===== config.mk =====
export PLATFORM = sky130hd
export DESIGN_NAME = if_stage
export DESIGN_NICKNAME = d
export VERILOG_FILES = /design/src/rtl/fetch_pkg.sv /design/src/rtl/fetch_buffer.sv /design/src/rtl/if_stage.sv
export SDC_FILE = /design/constraint.sdc
export NUM_CORES = 1
export LEC_CHECK = 0
export ABC_CLOCK_PERIOD_IN_PS = 4500
export BUFFER_PORTS_ARGS = -buffer_cell sky130_fd_sc_hd__buf_2
export CORE_ASPECT_RATIO = 1.4
export CORE_MARGIN = 2
export CORE_UTILIZATION = 42
export CTS_CLUSTER_SIZE = 10
export DETAILED_ROUTE_END_ITERATION = 10
export GPL_ROUTABILITY_DRIVEN = 0
export SYNTH_ARGS = -nofsm -noshare
export SYNTH_HDL_FRONTEND = slang
export SYNTH_HIERARCHICAL = 1
export SYNTH_SLANG_ARGS = --single-unit
export TNS_END_PERCENT = 10

===== constraint.sdc =====
create_clock -name clk -period 4.5 [get_ports clk]
set_input_delay 0.225 -clock clk [delete_from_list [all_inputs] [get_ports clk]]
set_output_delay 0.225 -clock clk [all_outputs]
set_load 0.02 [all_outputs]

===== src/rtl/fetch_pkg.sv =====
`default_nettype none
// fetch_pkg: shared state encoding and constants for the instruction-fetch stage.
// Optional feature macro: FETCH_MISALIGN_EN (adds the S_FAULT state).
package fetch_pkg;

  localparam int unsigned INSTR_BYTES      = 4;
  localparam logic [31:0] DEFAULT_RESET_PC = 32'h0000_0000;

  typedef enum logic [2:0] {
    S_IDLE  = 3'd0,
    S_REQ   = 3'd1,
    S_WAIT  = 3'd2,
    S_DRAIN = 3'd3,
    S_HOLD  = 3'd4
`ifdef FETCH_MISALIGN_EN
    ,
    S_FAULT = 3'd5
`endif
  } fetch_state_e;

endpackage
`default_nettype wire


===== src/rtl/fetch_buffer.sv =====
`default_nettype none
// fetch_buffer: one-entry {pc, instr} holding register; clear wins over load.
module fetch_buffer
  import fetch_pkg::*;
#(
  parameter int unsigned XLEN = 32
) (
  input  logic            clk,
  input  logic            reset,
  input  logic            load_i,
  input  logic            clear_i,
  input  logic [XLEN-1:0] pc_i,
  input  logic [XLEN-1:0] instr_i,
  output logic [XLEN-1:0] pc_o,
  output logic [XLEN-1:0] instr_o,
  output logic            full_o
);

  logic            full_q;
  logic [XLEN-1:0] pc_q;
  logic [XLEN-1:0] instr_q;

  always_ff @(posedge clk or negedge reset) begin
    if (!reset) begin
      full_q  <= 1'b0;
      pc_q    <= '0;
      instr_q <= '0;
    end else if (clear_i) begin
      full_q  <= 1'b0;
    end else if (load_i) begin
      full_q  <= 1'b1;
      pc_q    <= pc_i;
      instr_q <= instr_i;
    end
  end

  assign pc_o    = pc_q;
  assign instr_o = instr_q;
  assign full_o  = full_q;

endmodule
`default_nettype wire


===== src/rtl/if_stage.sv =====
`default_nettype none
// if_stage: PC owner, single-outstanding imem fetch FSM with stall hold and redirect flush.
// Optional feature macro: FETCH_MISALIGN_EN (misaligned redirect -> S_FAULT, fault_o).
module if_stage
  import fetch_pkg::*;
#(
  parameter int unsigned     XLEN     = 32,
  parameter logic [XLEN-1:0] RESET_PC = XLEN'(DEFAULT_RESET_PC)
) (
  input  logic            clk,
  input  logic            reset,
  input  logic            stall_i,
  input  logic            redirect_i,
  input  logic [XLEN-1:0] redirect_pc_i,
  output logic            imem_req_o,
  output logic [XLEN-1:0] imem_addr_o,
  input  logic            imem_gnt_i,
  input  logic            imem_rvalid_i,
  input  logic [XLEN-1:0] imem_rdata_i,
  output logic [XLEN-1:0] pc_o,
  output logic [XLEN-1:0] instr_o,
  output logic            valid_o,
  output logic            fault_o
);

  localparam logic [XLEN-1:0] STEP       = XLEN'(INSTR_BYTES);
  localparam logic [XLEN-1:0] ALIGN_MASK = ~(XLEN'(INSTR_BYTES - 1));

  fetch_state_e    state_q, state_d;
  logic [XLEN-1:0] pc_q, pc_d;
  logic [XLEN-1:0] req_pc_q, req_pc_d;
  logic [XLEN-1:0] out_pc_q, out_pc_d;
  logic [XLEN-1:0] out_instr_q, out_instr_d;
  logic            out_valid_q, out_valid_d;

  logic            buf_load, buf_clear, buf_full;
  logic [XLEN-1:0] buf_pc, buf_instr;
  logic [XLEN-1:0] target;
  logic            still_out;

`ifdef FETCH_MISALIGN_EN
  logic fault_q, fault_d;
  logic fault_pend_q, fault_pend_d;
  logic misaligned;

  assign target     = redirect_pc_i;
  assign misaligned = |redirect_pc_i[1:0];
`else
  assign target     = redirect_pc_i & ALIGN_MASK;
`endif

  // A granted request whose response has not yet arrived (and will not arrive this cycle).
  always_comb begin
    still_out = 1'b0;
    unique case (state_q)
      S_REQ:           still_out = imem_gnt_i;
      S_WAIT, S_DRAIN: still_out = !imem_rvalid_i;
`ifdef FETCH_MISALIGN_EN
      S_FAULT:         still_out = fault_pend_q && !imem_rvalid_i;
`endif
      default:         still_out = 1'b0;
    endcase
  end

  always_comb begin
    state_d     = state_q;
    pc_d        = pc_q;
    req_pc_d    = req_pc_q;
    out_pc_d    = out_pc_q;
    out_instr_d = out_instr_q;
    out_valid_d = out_valid_q;
    buf_load    = 1'b0;
    buf_clear   = 1'b0;
`ifdef FETCH_MISALIGN_EN
    fault_d      = fault_q;
    fault_pend_d = fault_pend_q;
`endif
    if (redirect_i) begin
      out_valid_d = 1'b0;
      buf_clear   = 1'b1;
      pc_d        = target;
      state_d     = still_out ? S_DRAIN : S_REQ;
`ifdef FETCH_MISALIGN_EN
      fault_d      = misaligned;
      fault_pend_d = still_out;
      if (misaligned) state_d = S_FAULT;
`endif
    end else begin
      if (!stall_i) out_valid_d = 1'b0;
      unique case (state_q)
        S_IDLE: state_d = S_REQ;
        S_REQ: begin
          if (imem_gnt_i) begin
            req_pc_d = pc_q;
            pc_d     = pc_q + STEP;
            state_d  = S_WAIT;
          end
        end
        S_WAIT: begin
          if (imem_rvalid_i) begin
            if (stall_i) begin
              buf_load = 1'b1;
              state_d  = S_HOLD;
            end else begin
              out_pc_d    = req_pc_q;
              out_instr_d = imem_rdata_i;
              out_valid_d = 1'b1;
              state_d     = S_REQ;
            end
          end
        end
        S_HOLD: begin
          if (!stall_i) begin
            out_pc_d    = buf_pc;
            out_instr_d = buf_instr;
            out_valid_d = buf_full;
            buf_clear   = 1'b1;
            state_d     = S_REQ;
          end
        end
        S_DRAIN: begin
          if (imem_rvalid_i) state_d = S_REQ;
        end
`ifdef FETCH_MISALIGN_EN
        S_FAULT: begin
          if (imem_rvalid_i) fault_pend_d = 1'b0;
        end
`endif
        default: state_d = S_IDLE;
      endcase
    end
  end

  always_ff @(posedge clk or negedge reset) begin
    if (!reset) begin
      state_q     <= S_IDLE;
      pc_q        <= RESET_PC;
      req_pc_q    <= '0;
      out_pc_q    <= '0;
      out_instr_q <= '0;
      out_valid_q <= 1'b0;
`ifdef FETCH_MISALIGN_EN
      fault_q      <= 1'b0;
      fault_pend_q <= 1'b0;
`endif
    end else begin
      state_q     <= state_d;
      pc_q        <= pc_d;
      req_pc_q    <= req_pc_d;
      out_pc_q    <= out_pc_d;
      out_instr_q <= out_instr_d;
      out_valid_q <= out_valid_d;
`ifdef FETCH_MISALIGN_EN
      fault_q      <= fault_d;
      fault_pend_q <= fault_pend_d;
`endif
    end
  end

  fetch_buffer #(
    .XLEN(XLEN)
  ) u_fetch_buffer (
    .clk     (clk),
    .reset   (reset),
    .load_i  (buf_load),
    .clear_i (buf_clear),
    .pc_i    (req_pc_q),
    .instr_i (imem_rdata_i),
    .pc_o    (buf_pc),
    .instr_o (buf_instr),
    .full_o  (buf_full)
  );

  assign imem_req_o  = (state_q == S_REQ);
  assign imem_addr_o = pc_q;
  assign pc_o        = out_pc_q;
  assign instr_o     = out_instr_q;
  assign valid_o     = out_valid_q;
`ifdef FETCH_MISALIGN_EN
  assign fault_o     = fault_q;
`else
  assign fault_o     = 1'b0;
`endif

endmodule
`default_nettype wire


### Yosys cells after proc, flatten, opt, wreduce, memory -nomap -nowiden

Index checks and enable logic that the tools add are counted.

| word-level totals | value |
|---|---|
| register bits after elaboration | 197 |
| input bits | 70 |
| output and inout port bits | 99 |

| cells by class | value |
|---|---|
| add/sub/neg operators | 1 |
| eq/ne operators | 11 |
| muxes and demuxes | 35 |
| bitwise gates (word level) | 2 |
| reductions and logical operators | 12 |

Operator list:

| kind | number |
|---|---|
| 2-to-1 mux 32 bit | 9 |
| one-hot mux 32 bit (2 select lines) | 2 |
| adder 32 x 3 -> 32 bit, second input constant | 1 |
| 2-to-1 mux 3 bit | 6 |
| one-hot mux 3 bit (5 select lines) | 1 |
| 2-to-1 mux 1 bit | 14 |
| != test 3 bit, second input constant | 3 |
| nonzero test 2 bit | 4 |
| equality test 3 x 2 -> 1 bit, second input constant | 2 |
| != test 2 bit, second input constant | 3 |
| AND reduction 5 bit | 1 |
| one-hot mux 1 bit (2 select lines) | 2 |
| AND reduction 2 bit | 2 |
| AND reduction 4 bit | 1 |
| equality test 3 x 1 -> 1 bit, second input constant | 1 |
| equality test 3 bit, second input constant | 1 |
| zero test 3 bit | 1 |
| != test 3 x 2 -> 1 bit, second input constant | 1 |
| AND reduction 3 bit | 1 |
| 2-to-1 mux 2 bit | 1 |
| inverter 1 bit | 2 |
| OR reduction 2 bit | 1 |
| zero test 1 bit | 1 |

### Depth between registers and ports, before layout

| depth | value |
|---|---|
| depth after elaboration | 6 |
| depth in mapped cells | 9 |

### By module

The synthesis kept the hierarchy.

By module, submodules not included:

| module | times used | cells an instance | area an instance (um^2) | sequential area each (um^2) |
|---|---|---|---|---|
| if_stage | 1 | 582 | 6098.3 | 3203.1 |
| fetch_buffer | 1 | 139 | 2733.9 | 1626.6 |

### Least setup slack after synthesis

Ideal clock, no wire load.

| timing | value |
|---|---|
| path type | flip-flop to flip-flop |
| start | register state_q[1] |
| end | register u_fetch_buffer.instr_q[0] (netlist: u_fetch_buffer/instr_o[0]) |
| library setup time | 125 ps |
| arrival | 1805 ps |
| data required time | 4375 ps |
| slack | 2570 ps |
| stages on the path, launching flop included | 10 |
| path buffers | 3 |
| cells stage by stage | dfrtp_1 nor2b_1 nor2b_1 buf_2 nand2_1 nand2_1 nor2b_4 buf_12 buf_12 mux2_4 |

| on the way | value |
|---|---|
| longest elaborated chain between the ends | 5 |
| elaborated cells between the ends (all ways) | 8 |
| those cells by class | 2 x eq/ne; 4 x mux; 1 x bitwise; 1 x reduce/logical |

Ends and longest elaborated chain:

| element | line | RTL |
|---|---|---|
| start: declaration | if_stage.sv:29 | `fetch_state_e state_q, state_d;` |
| start signal: assignment | if_stage.sv:147 | `state_q <= state_d;` |
| equality test 3 bit | if_stage.sv:90 | `unique case (state_q)` |
| 2-to-1 mux 1 bit | if_stage.sv:90 |  |
| 2-to-1 mux 1 bit | if_stage.sv:78 | `if (redirect_i) begin` |
| via buf_clear | if_stage.sv:36 | `logic buf_load, buf_clear, buf_full;` |
| inverter 1 bit (no line) | n/a |  |
| AND reduction 2 bit (no line) | n/a |  |
| end signal: assignment | fetch_buffer.sv:33 | `instr_q <= instr_i;` |
| end: declaration | fetch_buffer.sv:21 | `logic [XLEN-1:0] instr_q;` |

The timed path passes the listed nets, and every way through them passes these cells.
A chain may end at the register's enable or synchronous reset.

### Worst setup path after layout

| timing | value |
|---|---|
| start | register state_q[2] |
| end | register u_fetch_buffer.pc_q[30] (netlist: u_fetch_buffer/pc_o[30]) |

| on the way | value |
|---|---|
| longest elaborated chain between the ends | 5 |
| elaborated cells between the ends (all ways) | 8 |
| those cells by class | 2 x eq/ne; 4 x mux; 1 x bitwise; 1 x reduce/logical |

Ends and longest elaborated chain:

| element | line | RTL |
|---|---|---|
| equality test 3 bit | if_stage.sv:90 |  |
| 2-to-1 mux 1 bit | if_stage.sv:90 |  |
| 2-to-1 mux 1 bit | if_stage.sv:78 |  |
| via buf_clear | if_stage.sv:36 |  |
| inverter 1 bit (no line) | n/a |  |
| AND reduction 2 bit (no line) | n/a |  |
| end signal: assignment | fetch_buffer.sv:32 | `pc_q <= pc_i;` |
| end: declaration | fetch_buffer.sv:20 | `logic [XLEN-1:0] pc_q;` |

The timed path passes the listed nets, and every way through them passes these cells.

==> flow_summary.toml <==
[outcome]
outcome = "completed"

[worst_setup_path]
cpPeakStageDelay_ns = 0.65
r2r_cells = 7
worstPathArrival_ns = 2.96
r2r-end = "u_fetch_buffer/pc_o[30]"
required_ns = 4.82
path_max_fanout = 27
crit_path_end_kind = "flip-flop"
r2r-start = "state_q[2]"
reg2reg_setup_slack_ns = 1.86
cp_cell_sequence = "nor2b_1, nor2b_4, nand2_1, nand2_1, nor2b_4, buf_4, mux2_2"
slowest_stage = "nor2b_4"
setup.worst_path.start_class = "flip-flop"
criticalPathCategory = "flip-flop to flip-flop"

[placement]
dp_cells = 1106
dp_hpwl_um = 12840
io_buffers = 163
post-place-ws_ns = 1.626
dpl_cell_area_um2 = 9734

[clock_network]
cts_num_sinks = 193
cts_tree = "built"
post_cts_buffers = 0
cts_max_level = 4
cts_buffers = 17
clk_pin_slew_worst_paths_ns = 0.07
clockBufferDepth = 2
postCtsResizedCells = 0
clock_latency_ns = 0.43
cts_root_buffer = "clkbuf_16"

[timing]
setup-violations-final = 0
layout_min_cycle_time_ns = 2.643
slew_headroom = 0.3374
slew_violations = 0
hold_viol = 0
layout_setup_ws_ns = 1.857
rsz0062_at_grt = "no"
fin_worst_skew_ns = 0.01253
whs_ns = 0.02747
setup_tns_ns = 0
period_share = 0.5873
tightest_slew_ns = 0.9939
fmax_ghz = 0.3784

[logic_synthesis]
ys_warn_count = 6
synth_flop_cell = "dfrtp_1"
synth-adder-area-share = 0.001417
synth_top_area_share = 0.5468
synth_edf_count = 0
synth_top_family_by_area = "multiplexers"
synth.area.top_cells = "dfrtp_1, mux2_4, mux2i_1"
ys_seq_elements = 193
ys_types = 45
synth_cells = 721
async_reset_ff_frac = 1.000
post-synth-top-count-cell = "dfrtp_1"
synthSimpleGateAreaFrac = 0.1099
syn_avg_cell_area_um2 = 12.25
synth_xor_area_frac = 0.007933
yosys-top-cells-count = "dfrtp_1, nand2_1, mux2i_1"
syn-cell-area_um2 = 8832
synth_mux_area_frac = 0.2167
yosysTopAreaCell = "dfrtp_1"
synth-seq-area-share = 0.5468
synth_compound_area_frac = 0.07494

[power]
p_leak_nw = 4.893
p_per_area_nw_per_um2 = 548.5
finalPower_mw = 5.786
ir_worst_vdd_mv = 0.2915

[min_path]
whs_path_depth = 3
holdPathEnd = "imem_addr_o[4]"
hp-class = "primary input to flip-flop"
holdCritStartpoint = "redirect_pc_i[4]"

[route]
wl_met2_um = 9287
ant_nets = 0
first_iter_violations = 350
wl_met3_um = 647
drt_pass1_iterations = 4
wire_per_inst_um = 16.60
drc = 0
wl_met1_um = 8873
num_vias = 5958
drt_wl_total_um = 19180
via_per_inst = 5.158
top_layer_used = "met4"

[final_layout]
nets = 957
synthToLayoutAreaGrowth_pct = 19.44
finalNonFillerCells = 1155
drive_gt1_frac = 0.3426
fillers = 1837
multi_input_area_um2 = 3659
antennaDiodeCount = 0
final_util = 0.5131
postLayoutCellArea_um2 = 10550
regArea_um2 = 4830

[grt]
grt_overflow = 0
grt_pass1_vias = 6071
grt_max_degree = 120
grt.total_usage = 0.1803
antenna_found_initial = 0
grt_pass1_wl_um = 31980

[die]
core_um2 = 20560
initial_core_util = 0.4296
ios = 169
fp.dieH_um = 175.6
rows = 62
dieArea_um2 = 22220
die_width_um = 126.6

[flow_run]
drv_cap = 0
## layout make-up
| cell class | count | share of cell area |
|---|---|---|
| flip-flops and latches | 193 | 0.4578 |
| clock buffers | 17 | 0.04033 |
| inverters | 5 | 0.001779 |
| clock inverters | 15 | 0.02076 |
| multi-input cells | 478 | 0.3468 |
| well taps | 256 | 0.03036 |
| repair buffers | 191 | 0.1021 |
## sequential cells by signal (all words and copies together) (netlist names)
register                flops
valid_o                     1
instr_o                    32
u_fetch_buffer/full_o       1
u_fetch_buffer/pc_o        32
u_fetch_buffer/instr_o     32
state_q                     3
imem_addr_o                30
req_pc_q                   30
pc_o                       32
## worst max-delay path, delay by kind of cell (launching register included)
| kind | cells | cell delay [ns] |
|---|---|---|
| muxes | 1 | 0.39 |
| DFF | 1 | 0.42 |
| buffers and inverters | 1 | 0.57 |
| and+or+nand+nor | 5 | 1.14 |
## placed cells by master, fill, tap and decap left out, drive strengths merged, types with 4 or more instances in the layout
| master | count |
|---|---|
| nand3 | 21 |
| dfrtp | 193 |
| nand2 | 93 |
| buf | 173 |
| dlygate4sd3 | 17 |
| mux2 | 94 |
| o211ai | 8 |
| nor2 | 20 |
| and2 | 5 |
| o31ai | 10 |
| a31oi | 12 |
| mux2i | 63 |
| nand4 | 12 |
| bufinv | 4 |
| xor2 | 5 |
| clkbuf | 18 |
| and4 | 4 |
| conb | 5 |
| o21ai | 77 |
| and3 | 6 |
| or4 | 18 |
| inv | 12 |
| nor2b | 4 |
## logic make-up after synthesis
group,count (synthesis)
flip-flops,193
AND/OR/NAND/NOR,191
multiplexers,157
AO/OA/AOI/OAI,116
buffers and inverters,54
XOR/XNOR,8
adder cells (fa/ha/maj),1
other,1
## power by group
part           switching, mW  leakage (nW)  total [mW]  internal (mW)
Combinational          0.804          2.09        1.49          0.690
Clock                  0.702         0.315        1.65          0.951
Sequential             0.360          2.49        2.64           2.28
## how the worst max path moves through the flow
stage,from,cells after the start,endpoint,slack [ns]
detailed placement,redirect_i,7,u_fetch_buffer/pc_o[30],1.63
finish,state_q[2],7,u_fetch_buffer/pc_o[30],1.86
global placement,redirect_i,7,u_fetch_buffer/pc_o[30],1.64
CTS,state_q[2],7,u_fetch_buffer/pc_o[30],1.82
global route,state_q[2],5,u_fetch_buffer/pc_o[30],1.68
floorplan,state_q[1],9,u_fetch_buffer/instr_o[0],2.57
## timing repair
action,CTS,global route
hold buffers,17,0
endpoints found under the setup margin,0,0
endpoints found under the hold margin,83,0
## metal layers
metal	vias up	GRT usage
met4	0	0.06777
met1	2896	0.2400
met2	139	0.2919
met5	-	0
li1	2899	-
met3	24	0.03564
No activity file was read; power rests on OpenSTA's default activity.
